File: src/rtl/latch_counter_pkg.sv
// Shared constants for the free-running latch_counter family: default width
// and the terminal-count value for any legal width.
package latch_counter_pkg;

  localparam int unsigned DEFAULT_WIDTH = 4;
  localparam int unsigned MIN_WIDTH     = 2;
  localparam int unsigned MAX_WIDTH     = 16;

  // All-ones value for a counter of the given width (2^width - 1).
  function automatic int unsigned max_count(input int unsigned width);
    return (32'd1 << width) - 32'd1;
  endfunction

endpackage

File: src/rtl/latch_counter_wrap_det.sv
// Wrap pulse generator: flags the cycle right after the counter rolls over
// from its terminal count to zero.
module latch_counter_wrap_det
  import latch_counter_pkg::*;
(
  input  logic clk,
  input  logic rst_n,
  input  logic en,
  input  logic tc,
  output logic wrap
);

  // A rollover happens exactly when the counter sits at max and is enabled,
  // so registering that condition yields the one-cycle pulse.
  always_ff @(posedge clk or negedge rst_n) begin
    if (!rst_n) begin
      wrap <= 1'b0;
    end else begin
      wrap <= en && tc;
    end
  end

endmodule

File: src/rtl/latch_counter.sv
// Enable-gated up-counter modulo 2^WIDTH with combinational terminal count
// and a registered wrap pulse. All storage is edge-triggered.
module latch_counter
  import latch_counter_pkg::*;
#(
  parameter int unsigned WIDTH = DEFAULT_WIDTH
) (
  input  logic             clk,
  input  logic             rst_n,
  input  logic             en,
  output logic [WIDTH-1:0] q,
  output logic             tc,
  output logic             wrap
);

  localparam logic [WIDTH-1:0] MAX_Q = WIDTH'(max_count(WIDTH));

  if (WIDTH < MIN_WIDTH || WIDTH > MAX_WIDTH) begin : g_bad_width
    $error("latch_counter: WIDTH %0d outside 2..16", WIDTH);
  end

  // NOTE: sequential state uses non-blocking assignments so every flop samples
  // pre-edge values; blocking here would create order-dependent simulation.
  // NOTE: the reset branch sits in the sensitivity list (negedge rst_n), so q
  // clears immediately rather than at the next clock.
  always_ff @(posedge clk or negedge rst_n) begin
    if (!rst_n) begin
      q <= '0;
    end else if (en) begin
      q <= q + WIDTH'(1);
    end
  end

  assign tc = (q == MAX_Q);

  latch_counter_wrap_det u_wrap_det (
    .clk   (clk),
    .rst_n (rst_n),
    .en    (en),
    .tc    (tc),
    .wrap  (wrap)
  );

endmodule

File: config.mk
export PLATFORM = sky130hd
export DESIGN_NAME = latch_counter
export DESIGN_NICKNAME = d
export VERILOG_FILES = /design/src/rtl/latch_counter_pkg.sv /design/src/rtl/latch_counter_wrap_det.sv /design/src/rtl/latch_counter.sv
export SDC_FILE = /design/constraint.sdc
export NUM_CORES = 1
export LEC_CHECK = 0
export CORE_AREA = 5 5 42 44
export CTS_BUF_LIST = sky130_fd_sc_hd__clkbuf_2
export DETAILED_ROUTE_END_ITERATION = 16
export DIE_AREA = 0 0 47 49
export DONT_BUFFER_PORTS = 1
export PLACE_DENSITY_LB_ADDON = 0.15
export SLEW_MARGIN = 0
export SYNTH_ARGS = -nofsm -noshare
export SYNTH_HDL_FRONTEND = slang
export SYNTH_SLANG_ARGS = --single-unit
File: constraint.sdc
create_clock -name clk -period 2.4 [get_ports clk]
set_clock_uncertainty 0.2 [all_clocks]
set_input_delay 0.48 -clock clk [delete_from_list [all_inputs] [get_ports clk]]
set_output_delay 0.48 -clock clk [all_outputs]
set_load 0.005 [all_outputs]
## Word level (Yosys, flattened, before mapping)

Index checks and enable logic that the tools add are counted.

- Flip-flop bits (word level): 5
- Bits in latches: 0
- RAM bits: 0
- Bits in read-only memories: 0
- Input port bits: 3
- Memories: 0

- $add $sub $neg: 1
- Multipliers: 0
- Div/mod/pow operators: 0
- Order comparisons: 0
- Equal/unequal tests: 1
- Shift operators: 0
- Multiplexer cells: 0
- Bitwise gates (word level): 0
- Reduce and logical (&&, ||, !) cells: 1

Operators by type and width:

| kind | number |
|---|---|
| adder 4 x 1 -> 4 bit (second input constant) | 1 |
| == test 4 bit (second input constant) | 1 |
| logical AND 1 bit | 1 |

## Depth between registers and ports, before layout

- Word-level depth: 2
- Depth in mapped cells: 3
- Depth with buffers taken out: 3

## By module

A second synthesis with hierarchy kept.

- Cell total of the unflattened synthesis: 14
- Area total of the unflattened synthesis: 197.7 um^2

By module, submodules not included:

| module | instances | cells each | area an instance (um^2) | seq. area each (um^2) |
|---|---|---|---|---|
| latch_counter | 1 | 12 | 166.4 | 100.1 |
| latch_counter_wrap_det | 1 | 2 | 31.3 | 25.0 |

## Worst setup path before layout

No wires, ideal clock.

- Path type: register -> output
- From: register q[0]
- To: output tc
- Data arrival time: 0.791 ns
- Required time: 1.720 ns
- Path slack: 0.929 ns
- Cell stages (with the launch flop): 3
- Buffers on the path: 0
- Cells stage by stage: dfrtp_1 ha_1 and3_1

- Longest elaborated chain between the ends: 1

Ends and longest elaborated chain:

| item | RTL line | text |
|---|---|---|
| from (decl) | latch_counter.sv:11 | `output logic [WIDTH-1:0] q,` |
| from (signal assigned) | latch_counter.sv:30 | `q <= q + WIDTH'(1);` |
| == test 4 bit | latch_counter.sv:34 | `assign tc = (q == MAX_Q);` |
| to (decl) | latch_counter.sv:12 | `output logic tc,` |

Every way passes these cells.

## Worst setup path after layout

Ends and elaborated chain as after synthesis.

==> results.tsv <==
metric	value	unit
grt_max_degree	6	
final_cell_mix	dfrtp_1, clkbuf_2, xnor2_1	
startpoint_type	register	
p_leak	0.114	nW
crit_required	1720	ps
reg2reg_depth	2	
rsz0062_at_grt	no	
crit_type	register to output port	
track_usage	0.0474	
gr-total-overflow	0	
crit_buf_inv	0	
tightestPinTransition	239	ps
synth-seq-cells	5	
drtPass1Iterations	2	
rows	14	
ys_warn_count	0	
synth_top_area_share	0.621	
core_area	1400	um2
slew_headroom	0.840	
clkLatencyLatePin	210	ps
via_count	129	
detail_route.drc_violations	0	
max_freq	563	MHz
avgSynthCellArea	14.4	um2
layout_worst_path_cycle_share	0.740	
p_total	0.000321	W
cap_violations	0	
numCtsBuffers	3	
wl	416	um
clkTransAtPathRegs	50	ps
grt_pass1_wl	696	um
synth.area.top_cells	dfrtp_1, xnor2_1, ha_1, mux2_2, and4_2	
post_cts_buffers	0	
drtIter0Drc	4	
status	complete, no violations	
setup_viol	0	
nNetsFinal	24	
cts-resized-gates	0	
wl_per_cell	11.9	um
cp_top_family	flip-flops	
cp_max_fo	4	
mostFrequentLayoutCell	dfrtp_1	
postSynthCellCount	14	
dieArea	2300	um2
seq_area_frac_synth	0.621	
cts_num_sinks	5	
tritoncts	yes	
grt_pass1_vias	154	
cts-root-buf	clkbuf_2	
h-tree-depth	1	
reg2reg_from	q[0]	
vias_per_cell	3.69	
path_cells	ha_1 > and3_1	
die_h	49	um
tns	0	ps
netlist_area	201	um2
synth_cell_types	9	
antenna_left	0	
cp-end-kind	output port	
synth_nets	18	
holdPathEnd	q[0]	
die_w	47	um
gp_congestion	0.569	
critPathMaxStageDelay	430	ps
arrival	1100	ps
portBuffers	0	
r2r_setup_slack	1090	ps
hold_path.class	input pin to register	
area_growth	24.8	%
ctsLongestPathBuffers	2	
worstHoldPathCells	1	
min_period	1780	ps
slowest_stage	dfrtp_1	
netlist.top_cell.by_area	dfrtp_1	
hold_start	en	
maxSlewViolCount	0	
ioPinCount	9	
num-fill-cells	158	
p_per_area	1280	nW/um2
start_util	0.144	
drive_above_1_share	0.316	
antenna_found_initial	0	
ir_drop	532	uV
hold_viol	0	
diodes	0	
worstReg2RegEnd	q[1]	
==> cell families after synthesis <==
logic type	count (synthesis)	share of synthesized area
fa+ha+maj	1	0.0621
simple gates	4	0.130
xor+xnor	3	0.130
mux	1	0.0559
flops	5	0.621
==> flip-flops by register name, indices dropped and copies added, names as in the netlist <==
name	cells
q	4
u_wrap_det.wrap	1
==> power breakdown <==
group | internal (W) | switching, W
combinational | 0.0000432 | 0.0000256
sequential | 0.000122 | 0.0000520
clock | 0.0000441 | 0.0000342
==> through the flow <==
| step | area [um2] | utilization | cells | hold slack [ps] | setup WS [ps] |
|---|---|---|---|---|---|
| after floorplan | 201 | - | 14 | -15.6 | 929 |
| after global placement | 221 | 0.158 | 30 | -15.4 | 854 |
| after detailed placement | 221 | 0.158 | 30 | -15.4 | 855 |
| after CTS | 251 | 0.179 | 35 | 127 | 604 |
| after global routing | 251 | 0.179 | 35 | 124 | 539 |
| final | 251 | 0.179 | 35 | 145 | 624 |
==> layer usage <==
metal | GRT usage | up-vias | routed length, um
met4 | 0.0138 | 0 | 0
met2 | 0.0475 | 12 | 122
li1 | - | 59 | -
met3 | 0.0849 | 0 | 112
met5 | 0 | - | 0
met1 | 0.0446 | 58 | 181
==> synth_stat cells <==
library cell	n
and3_1	1
dfrtp_1	5
and4_2	1
xnor2_1	2
nand4_1	1
ha_1	1
mux2_2	1
xor2_1	1
nand2_1	1
==> worst max path at each step <==
| stage | from | end | slack, ps | depth (start not counted) |
|---|---|---|---|---|
| 3_5_place_dp | q[0] | tc | 850 | 2 |
| 3_3_place_gp | q[0] | tc | 850 | 2 |
| 2_1_floorplan | q[0] | tc | 930 | 2 |
| 5_1_grt | q[0] | tc | 540 | 2 |
| 6_report | q[0] | tc | 620 | 2 |
| 4_1_cts | q[0] | tc | 600 | 2 |
==> area by class of cell <==
class | count | area, um2 | area share
multi-input cells | 9 | 76.3 | 0.303
clock buffers | 4 | 20.0 | 0.0796
flip-flops and latches | 5 | 125 | 0.498
repair buffers | 1 | 10.0 | 0.0398
well taps | 16 | 20.0 | 0.0796
==> what timing repair did <==
action,in CTS,in global routing
hold endpoints to repair,5,0
hold buffers,1,0
setup endpoints to repair,0,0
No activity file was read; power rests on OpenSTA's default activity.
